--- config.mk ---
export PLATFORM = sky130hd
export DESIGN_NAME = mem_arbiter
export DESIGN_NICKNAME = d
export VERILOG_FILES = /design/src/rtl/mem_arbiter.sv
export SDC_FILE = /design/constraint.sdc
export NUM_CORES = 1
export LEC_CHECK = 0
export CAP_MARGIN = 40
export CELL_PAD_IN_SITES_DETAIL_PLACEMENT = 0
export CELL_PAD_IN_SITES_GLOBAL_PLACEMENT = 1
export CORE_ASPECT_RATIO = 0.8
export CORE_MARGIN = 3
export CORE_UTILIZATION = 14
export DETAILED_ROUTE_END_ITERATION = 6
export PLACE_DENSITY = 0.79
export SYNTH_ARGS = -nofsm -noshare
export SYNTH_HDL_FRONTEND = slang
export SYNTH_SLANG_ARGS = --single-unit
--- constraint.sdc ---
create_clock -name clk -period 1.9 [get_ports clk]
set_input_delay 0.285 -clock clk [delete_from_list [all_inputs] [get_ports clk]]
set_output_delay 0.285 -clock clk [all_outputs]
set_load 0.02 [all_outputs]
--- src/rtl/mem_arbiter.sv ---
// Two-master single-port data memory arbiter: round-robin, bounded lock bursts.
// Optional macro MEM_ARB_FIXED_PRIO_EN selects fixed master-0 priority.
module mem_arbiter #(
  parameter int ADDR_WIDTH = 6,
  parameter int DATA_WIDTH = 16,
  parameter int MAX_BURST  = 4
) (
  input  logic                  clk,
  input  logic                  rst,
  input  logic                  m0_req,
  input  logic                  m0_lock,
  input  logic                  m0_we,
  input  logic [ADDR_WIDTH-1:0] m0_addr,
  input  logic [DATA_WIDTH-1:0] m0_wdata,
  output logic                  m0_gnt,
  output logic                  m0_rvalid,
  output logic [DATA_WIDTH-1:0] m0_rdata,
  input  logic                  m1_req,
  input  logic                  m1_lock,
  input  logic                  m1_we,
  input  logic [ADDR_WIDTH-1:0] m1_addr,
  input  logic [DATA_WIDTH-1:0] m1_wdata,
  output logic                  m1_gnt,
  output logic                  m1_rvalid,
  output logic [DATA_WIDTH-1:0] m1_rdata,
  input  logic [DATA_WIDTH-1:0] mem_in,
  output logic                  mem_we,
  output logic [ADDR_WIDTH-1:0] mem_addr,
  output logic [DATA_WIDTH-1:0] mem_data
);

  localparam int          CW   = $clog2(MAX_BURST + 1);
  localparam logic [31:0] MAXB = 32'(MAX_BURST);

  typedef enum logic [1:0] {
    IDLE,
    OWN0,
    OWN1
  } state_t;

  state_t        state;
  state_t        nxt;
  logic          last;
  logic [CW-1:0] burst_cnt;
  logic          own0;
  logic          own1;
  logic          acc;
  logic          lock_eff;
  logic          cnt_ok;
  logic          stay;

  assign own0 = (state == OWN0);
  assign own1 = (state == OWN1);

  assign m0_gnt = own0 & m0_req;
  assign m1_gnt = own1 & m1_req;
  assign acc    = m0_gnt | m1_gnt;

  assign m0_rdata = mem_in;
  assign m1_rdata = mem_in;

  always_comb begin
    mem_we   = 1'b0;
    mem_addr = '0;
    mem_data = '0;
    unique case (1'b1)
      own0: begin
        mem_we   = m0_we & m0_req;
        mem_addr = m0_addr;
        mem_data = m0_wdata;
      end
      own1: begin
        mem_we   = m1_we & m1_req;
        mem_addr = m1_addr;
        mem_data = m1_wdata;
      end
      default: ;
    endcase
  end

  assign cnt_ok = (32'(burst_cnt) + 32'd1) < MAXB;

`ifdef MEM_ARB_FIXED_PRIO_EN
  // Master 1 can never hold the port against master 0.
  logic unused_m1_lock;
  assign unused_m1_lock = m1_lock;
  assign lock_eff = own0 & m0_lock;

  always_comb begin
    nxt = IDLE;
    if (m0_req)
      nxt = OWN0;
    else if (m1_req)
      nxt = OWN1;
  end
`else
  assign lock_eff = own0 ? m0_lock : m1_lock;

  // On exit the other master goes first; in IDLE a tie goes to !last.
  always_comb begin
    nxt = IDLE;
    unique case (1'b1)
      own0: nxt = m1_req ? OWN1 : (m0_req ? OWN0 : IDLE);
      own1: nxt = m0_req ? OWN0 : (m1_req ? OWN1 : IDLE);
      default: begin
        if (m0_req & m1_req)
          nxt = last ? OWN0 : OWN1;
        else if (m0_req)
          nxt = OWN0;
        else if (m1_req)
          nxt = OWN1;
      end
    endcase
  end
`endif

  assign stay = acc & lock_eff & cnt_ok;

  always_ff @(posedge clk) begin
    if (rst) begin
      state     <= IDLE;
      last      <= 1'b1;
      burst_cnt <= '0;
      m0_rvalid <= 1'b0;
      m1_rvalid <= 1'b0;
    end else begin
      m0_rvalid <= m0_gnt & ~m0_we;
      m1_rvalid <= m1_gnt & ~m1_we;
      if (acc)
        last <= own1;
      if (stay) begin
        burst_cnt <= burst_cnt + 1'b1;
      end else begin
        burst_cnt <= '0;
        state     <= nxt;
      end
    end
  end

endmodule

==> reports/metrics.cfg <==
[worst_setup_path]
startpoint_type = flip-flop
worstPathArrival_ns = 1.53
rrSetupSlack_ns = 0.33
required_ns = 1.62
worstReg2RegEnd = state[0]
crit_fanout = 11
worstSetupPathType = reg -> out
rr_startpoint = state[1]
crit_path_end_kind = output port
worstRegToRegCells = 6

[yosys]
ys.flop_type = dfxtp_1
synth.distinct_cells = 29
synth_edf_count = 0
syn_area_um2 = 904.6
yosysWarnings = 0
synth_nets = 182
yosysSeqAreaShare = 0.1770
synth_area_per_cell_um2 = 8.224
syn_inst = 110
synthArstFlopShare = 0
synth-seq-cells = 8

[routing]
drt_iter0_drc = 21
wl_um = 3198
drt_first_pass_iters = 2
vias = 961
remaining_drc_errors = 0
ant_nets = 0
avgRoutedWirePerCell_um = 12.79
vias_per_cell = 3.844

[sta]
fin_crit_sh = 0.9535
post-route-min-period_ns = 1.812
max_clock_freq_mhz = 552.0
slew_violations = 0
setup_violations = 0
setup_tns_ns = 0
final-hold-violation-count = 0
rsz0062_at_grt = true
hold-worst-slack_ns = 0.4527
setup_ws_ns = 0.08836
finalClockSkew_ns = 0.002623

[clock_tree]
cts-root-buf = clkbuf_8
cts.sinks = 8
cts_inserted_buffers = 3
htreeDepth = 1
clk_latency_ns = 0.23
cts_buffer_depth = 2
path_clk_slew_ns = 0.04
hold_buffers = 0
cts_setup_buffers = 0
cts_tree = done

[cells_and_area]
final_util = 0.2769
drive_above_1_share = 0.3018
stdcell_area_um2 = 1680
n_antenna_cell = 0
nNetsFinal = 243
finalNonFillerCells = 250
areaGrowthSynthToFinish_pct = 85.75
fillerInstances = 672

[hold_path]
hp-start = burst_cnt[0]
hold_class = reg -> reg
holdPathStages = 1
hold_path_end = burst_cnt[0]

[placement]
dp_hpwl_um = 2457
io_buffer_count = 78
dpl-instance-area_um2 = 1650
dpl_worst_slack_ns = -0.1897
gp_congestion = 0.7008
dp.cells = 245

[die]
start_util = 0.1491
die_w_um = 95.87
fp-row-count = 25
die_h_um = 77.90
core_area_um2 = 6068
die-area_um2 = 7468
io_pins = 127

[grt]
grt_max_degree = 23
antenna_found_initial = 0
grt_pass1_vias = 978
track_usage = 0.07993
grt.overflow.total = 0
grt_pass1_wl_um = 4712

[power_and_ir_drop]
p_leak_nw = 0.7186
finalPower_mw = 0.7457
power.density_nw_per_um2 = 443.8
peakVddDrop_v = 0.0001653

[run_status]
status = finished clean

[job]
drv_cap = 0

## critical path, cell delays in order (launching register included)
cell	delay, ns
dfxtp_1	0.32
inv_1	0.07
ha_4	0.27
nor2b_4	0.19
buf_12	0.16
a22o_1	0.12
buf_2	0.17
## area by class of cell
cell class                      instances  area, µm²  share of cell area
Timing Repair Buffer                   93      865.8              0.5153
Sequential cell                         8      161.4             0.09605
Clock buffer                            3      41.29             0.02457
Multi-Input combinational cell         60      490.5              0.2919
Tap cell                               81      101.3             0.06031
Inverter                                5      20.02             0.01191
## kinds of logic after synthesis
group	Yosys count	share of synthesized area
AOI/OAI and AO/OA	28	0.2614
and+or+nand+nor	24	0.1549
DFF	8	0.1770
other	1	0.004145
buffers and inverters	42	0.3140
muxes	3	0.03320
adders and majority gates	4	0.05533
## synth_stat cells (3+ instances only)
cell       n  area share
buf_4     32        0.27
a22o_1    22        0.21
dfxtp_1    8        0.18
buf_2      4       0.022
ha_1       4       0.055
inv_1      4       0.017
nand2_1    4       0.017
nor2_1     4       0.017
nor3_1     4       0.022
mux2i_1    3       0.033
nand2b_1   3       0.021
## layer usage
metal / GRT usage / up-vias / wire, µm
li1: - / 476 / -
met1: 0.08829 / 445 / 1228
met3: 0.03488 / 2 / 301
met4: 0.01989 / 0 / 19
met5: 0 / - / 0
met2: 0.1388 / 38 / 1649
## state kept, by name, indices dropped and copies added (netlist names)
signal and cells:
burst_cnt 3, last 1, m0_rvalid 1, m1_rvalid 1, state 2
## how the worst max path moves through the flow
stage / startpoint / to / slack [ns] / depth (start not counted)
after CTS: state[0] / mem_data[2] / 0.008 / 6
final: state[0] / mem_data[14] / 0.09 / 6
after global placement: state[0] / mem_data[14] / -0.18 / 6
after detailed placement: state[0] / mem_data[14] / -0.19 / 6
after global routing: state[0] / mem_data[15] / -0.009 / 6
after floorplan: state[0] / mem_addr[1] / 0.20 / 5
## where the power goes
part / switching [mW] / total, mW / internal [mW]
clock network: 0.0643 / 0.201 / 0.137
registers: 0.00618 / 0.183 / 0.177
logic: 0.145 / 0.361 / 0.216
total: 0.216 / 0.746 / 0.530
## timing repair
item / CTS / global route
gates resized for setup: 86 / 24
pin swaps: 0 / 0
setup endpoints to repair: 25 / 22
gates cloned: 1 / 1
## placed cells by master, fill, tap and decap left out, drive strengths merged
master,instances
a32oi,1
nand3,1
nor3,4
nand4b,1
o21ai,1
nand2,5
ha,4
nor3b,1
inv,4
clkinv,1
nor2b,1
dfxtp,8
a22o,22
clkbuf,5
or3,1
mux2i,3
conb,1
nand3b,1
o32a,1
buf,36
and2,1
clkdlybuf4s50,53
nand2b,3
a21oi,2
dlygate4sd2,2
and2b,1
o22ai,1
nor2,4
Power figures use the tool's default switching activity.
